### config.mk
export PLATFORM = sky130hd
export DESIGN_NAME = audio_i2s_tx
export DESIGN_NICKNAME = d
export VERILOG_FILES = /design/src/rtl/audio_i2s_tx.sv
export SDC_FILE = /design/constraint.sdc
export NUM_CORES = 1
export LEC_CHECK = 0
export CORE_UTILIZATION = 49
export CTS_CLUSTER_SIZE = 28
export DETAILED_ROUTE_END_ITERATION = 10
export GPL_TIMING_DRIVEN = 0
export PLACE_DENSITY = 0.75
export RECOVER_POWER = 100
export SYNTH_ARGS = -nofsm -noshare
export SYNTH_HDL_FRONTEND = slang
export SYNTH_SLANG_ARGS = --single-unit
### constraint.sdc
create_clock -name clk -period 2.65 [get_ports clk]
set_clock_uncertainty 0.05 [all_clocks]
set_input_delay 0.3975 -clock clk [delete_from_list [all_inputs] [get_ports clk]]
set_output_delay 0.3975 -clock clk [all_outputs]
set_load 0.02 [all_outputs]
### src/rtl/audio_i2s_tx.sv
// I2S (Philips) stereo transmitter: 32 BCK per frame, one-deep holding buffer,
// frame load with zero-latency bypass when the buffer is empty.
module audio_i2s_tx #(
  parameter int CLK_DIV     = 8,
  parameter int SAMPLE_BITS = 16
) (
  input  logic                   clk,
  input  logic                   reset,
  input  logic [SAMPLE_BITS-1:0] left_in,
  input  logic [SAMPLE_BITS-1:0] right_in,
  input  logic                   sample_valid,
  output logic                   sample_ready,
  output logic                   underrun,
  output logic                   i2s_bck,
  output logic                   i2s_lrck,
  output logic                   i2s_data
);
  localparam int DW = (CLK_DIV > 2) ? $clog2(CLK_DIV) : 1;

  logic [DW-1:0]          div;
  logic [4:0]             bit_cnt;
  logic [SAMPLE_BITS-1:0] left_work, right_work;
  logic [SAMPLE_BITS-1:0] hold_l, hold_r;
  logic                   hold_full;

  logic                     term, fall_tick, load, transfer;
  logic [4:0]               nxt_cnt, bit_idx;
  logic [SAMPLE_BITS-1:0]   ld_l, ld_r;
  logic [2*SAMPLE_BITS-1:0] frame;

  assign sample_ready = ~hold_full;

  always_comb begin
    term      = (div == DW'(CLK_DIV - 1));
    fall_tick = term & i2s_bck;
    nxt_cnt   = bit_cnt + 5'd1;
    load      = fall_tick & (nxt_cnt == 5'd1);
    transfer  = sample_valid & ~hold_full;
    ld_l      = left_work;
    ld_r      = right_work;
    if (load && hold_full) begin
      ld_l = hold_l;
      ld_r = hold_r;
    end else if (load && sample_valid) begin
      ld_l = left_in;
      ld_r = right_in;
    end
    // One-bit Philips delay: counter k drives stream bit k-1 of {left, right}.
    frame   = {ld_l, ld_r};
    bit_idx = ~(nxt_cnt - 5'd1);
  end

  always_ff @(posedge clk) begin
    if (reset) begin
      div        <= '0;
      i2s_bck    <= 1'b0;
      i2s_lrck   <= 1'b1;
      i2s_data   <= 1'b0;
      bit_cnt    <= 5'd31;
      left_work  <= '0;
      right_work <= '0;
      hold_l     <= '0;
      hold_r     <= '0;
      hold_full  <= 1'b0;
      underrun   <= 1'b0;
    end else begin
      underrun <= 1'b0;
      if (term) begin
        div     <= '0;
        i2s_bck <= ~i2s_bck;
      end else begin
        div <= div + 1'b1;
      end

      if (fall_tick) begin
        bit_cnt  <= nxt_cnt;
        i2s_data <= frame[bit_idx];
        if (nxt_cnt == 5'd0)       i2s_lrck <= 1'b0;
        else if (nxt_cnt == 5'd16) i2s_lrck <= 1'b1;
        if (load) begin
          left_work  <= ld_l;
          right_work <= ld_r;
          if (hold_full)          hold_full <= 1'b0;
          else if (!sample_valid) underrun  <= 1'b1;
        end
      end

      // A bypass load consumes the transfer, so only fill when not loading.
      if (transfer && !load) begin
        hold_l    <= left_in;
        hold_r    <= right_in;
        hold_full <= 1'b1;
      end
    end
  end
endmodule
==> out/summary.md <==
### Route
- 12.57 mm — WL final
- 0 — final antenna-violating net count
- 18.98 um — average wire per cell in the routed design
- 275 — drt first-iter violations
- 3,981 — vias after detailed routing
- 5 — count of TritonRoute iterations in the first routing pass
- 0 — Post-route DRC
- 6.014 — post-detailed-route via-to-cell ratio

### Synthesis
- 0 — number of synthesized flops with an enable pin
- sky130_fd_sc_hd__nand2_1, sky130_fd_sc_hd__dfxtp_1, sky130_fd_sc_hd__a21oi_1 — commonest cells in the netlist
- sky130_fd_sc_hd__dfxtp_1 — post-synth top area cell
- 492 — instance count of the mapped netlist
- 7.751 sq um — Post-Synthesis Mean Instance Area
- 0.003814 sq mm — total standard cell area after synthesis
- 40.42% — fraction of post-synthesis cell area in the top cell type by area
- 40.42% — Seq/Total Area, Yosys
- 77 — flip-flop and latch count after synthesis
- 58 — distinct cell type count of the synthesized netlist
- 0% — async set or reset register ratio after synthesis
- 0 — Yosys warning total
- sky130_fd_sc_hd__dfxtp_1 — main flop type after synthesis
- sky130_fd_sc_hd__dfxtp_1, sky130_fd_sc_hd__nand2_1, sky130_fd_sc_hd__a21oi_1 — leading cell types by total area after synthesis
- sky130_fd_sc_hd__nand2_1 — cell with the most instances after synthesis
- 532 — syn_nets

### Setup path
- 0.35 ns — Worst path max stage delay
- sky130_fd_sc_hd__buf_4 — most prevalent standard cell on the critical path
- 2.83 ns — Worst EP required
- ha_4 -> ha_4 -> buf_6 -> nand3_4 -> nor3_4 -> buf_4 -> a31oi_4 -> nor2_4 -> buf_4 -> buf_4 -> a221oi_2 -> a32o_1 -> a2bb2oi_2 -> o41ai_2 — critical path cell sequence
- flop — Critical Path Start Type
- flop — category of the worst setup path capture point
- 7 — critical-path maximum fanout
- flop to flop — kind of critical path
- sky130_fd_sc_hd__a31oi_4 — Slowest-stage cell, CP
- 2.97 ns — arrival time at the worst endpoint

### Clocking
- 0 — hold-fix buffer count after cts
- 2 — Max clock buf depth
- 9 — Inserted Clock Buffers
- done — CTS tree
- sky130_fd_sc_hd__clkbuf_8 — clock tree root buffer cell
- 77 — clock sink total
- 0.36 ns — clock latency reported for the late side of the worst-skew pair
- 3 — CTS H-tree lvls
- 0.08 ns — clock input transition at the sequential cells of the worst setup and hold paths

### Global route
- 30.35% — overall global routing resource usage
- 3,764 — vias in the first global route
- 0 — antenna violations before repair
- 14 — largest net degree at the start of global routing
- 19.15 mm — global-route wire length before repair
- 0 — remaining global-route overflow

### Timing
- 0 — number of hold-slack violations in the final timing report
- 2.790 ns — minimum clock period
- 55.82% — Relative slew margins
- 105.3% — share of the cycle needed by the critical path after routing
- true — unrepaired setup endpoints after global routing
- 2 — total setup violations reported at the end of the flow
- 0 — Max Slew Vio Count
- -0.1402 ns — post-route worst setup slack
- 358.4 MHz — fmax
- 0.6627 ns — actual transition at the worst max-transition pin
- 0.3914 ns — Final Hold Slack
- -0.1520 ns — accumulated negative setup slack

### Floorplan
- 51.75% — initial core utilization
- 90.22 um — die extent in x
- 90.22 um — overall die height
- 0.007370 sq mm — area inside the core boundary
- 31 — Placement Rows
- 0.008140 sq mm — total die area
- 40 — number of top-level pins

### Finish
- 0.005015 sq mm — area of all placed cells without fillers
- 31.50% — area added between synthesis and finish
- 0 — Ant. Diodes
- 17.58% — share of cells above drive strength 1
- 662 — Final Instance Count excl. Fillers
- 68.05% — fraction of the core area covered by cells at the end of the flow
- 598 — final net count

### Place
- 0.004320 sq mm — post-detailed-placement cell area
- 0.9313 — last weighted congestion value of the routability-driven placer
- 8.052 mm — HPWL after detailed placement
- 628 — placed instance count
- 37 — Port-buffer cells

### Power
- 505.7 mW/mm^2 — Pwr Density
- 1910 uW — internal power summed over all cells
- 349.6 uV — VDD IR-drop max
- 24.69% — Sw Share
- 47.6% — share of total power in sequential cells
- 42.6% — clock network fraction of total power
- 9.8% — combinational share of power
- 626.2 uW — P_sw
- 0.001821 uW — standby leakage power

### Run
- 0 — number of maximum-capacitance violations

### Worst hold path
- flop to flop — type of the worst min-delay path

### Run status
- finished, violations left — result of the run
- setup timing — failing checks

power by group through the flow:
stage	Clock [uW]	Sequential (uW)	Combinational, uW
5_1_grt	1120	1210	270
6_report	1080	1210	249
4_1_cts	1070	1210	239
3_3_place_gp	0	1230	228
3_5_place_dp	0	1230	233
2_1_floorplan	0	1230	122
worst max-delay path, delay by kind of cell, from the launching register on:
kind,cells,cell delay (ns)
AOI/OAI and AO/OA,5,1.09
and+or+nand+nor,3,0.31
DFF,1,0.34
buffers and inverters,4,0.56
adders and majority gates,2,0.31
flip-flops by register name (all words and copies together), names as in the netlist:
name        cells
hold_l         16
hold_r         16
left_work      16
right_work     16
bit_cnt         5
div             3
hold_full       1
i2s_bck         1
i2s_data        1
i2s_lrck        1
underrun        1
final cells by class:
type	instances	area [sq um]
fillers	610	2355
clock inverters	6	111.4
multi-input cells	366	2280
repair buffers	57	549.3
flip-flops and latches	77	1551
inverters	10	45.04
clock buffers	10	127.6
plain buffers	37	226.5
well taps	99	123.9
kinds of logic after synthesis:
family | after synthesis | synth area share [%]
buf+inv | 49 | 6.102
flops | 77 | 40.42
xor+xnor | 9 | 2.067
fa+ha+maj | 5 | 1.640
simple gates | 215 | 24.34
compound gates | 137 | 25.43
what timing repair did:
item,CTS,global route
pin swaps,12,14
cloned,1,0
setup endpoints to repair,39,27
buffers inserted,13,6
gates resized for setup,46,28
layout by cell type (no fill, tap or decap), drive strengths merged, types with 2 or more instances in the layout:
master,n
and3,5
nor2b,2
nor3,7
nand2,122
a22o,2
a22oi,20
o21ai,26
a31oi,3
nor3b,3
dfxtp,77
ha,5
o211ai,4
nor4,2
o311ai,2
a221oi,12
nor2,43
xnor2,7
a21oi,45
dlygate4sd3,3
a2111oi,2
clkbuf,37
a32o,2
buf,30
a211oi,4
nand2b,7
clkinv,3
a31o,2
clkdlybuf4s50,34
bufinv,3
and2,4
xor2,2
o221ai,2
nand3,16
inv,9
o22ai,3
stage by stage:
step                power [uW]  setup WS [ns]
floorplan                 1348        0.01715
global placement          1458        -0.5042
detailed placement        1464        -0.5106
CTS                       2519       -0.09224
global route              2603        -0.2346
finish                    2536        -0.1402
layer usage:
metal	part of all wire, %	vias to the layer above	wire length, um	GRT usage (%)
li1	-	1848	-	-
met1	40	1891	5086	37.59
met2	48	206	6083	49.94
met3	8.0	36	1007	6.853
met4	3.1	0	389	14.25
met5	0	-	0	0
final timing paths:
path                     start                    end  slack, ns  depth (start not counted)
max          div[0]$_SDFF_PP0_  i2s_data$_SDFFE_PP0P_      -0.14                         14
min          div[0]$_SDFF_PP0_      div[0]$_SDFF_PP0_       0.39                          1
max reg2reg  div[0]$_SDFF_PP0_  i2s_data$_SDFFE_PP0P_      -0.14                         14
min reg2reg  div[0]$_SDFF_PP0_      div[0]$_SDFF_PP0_       0.39                          1
Power figures use the tool's default switching activity.
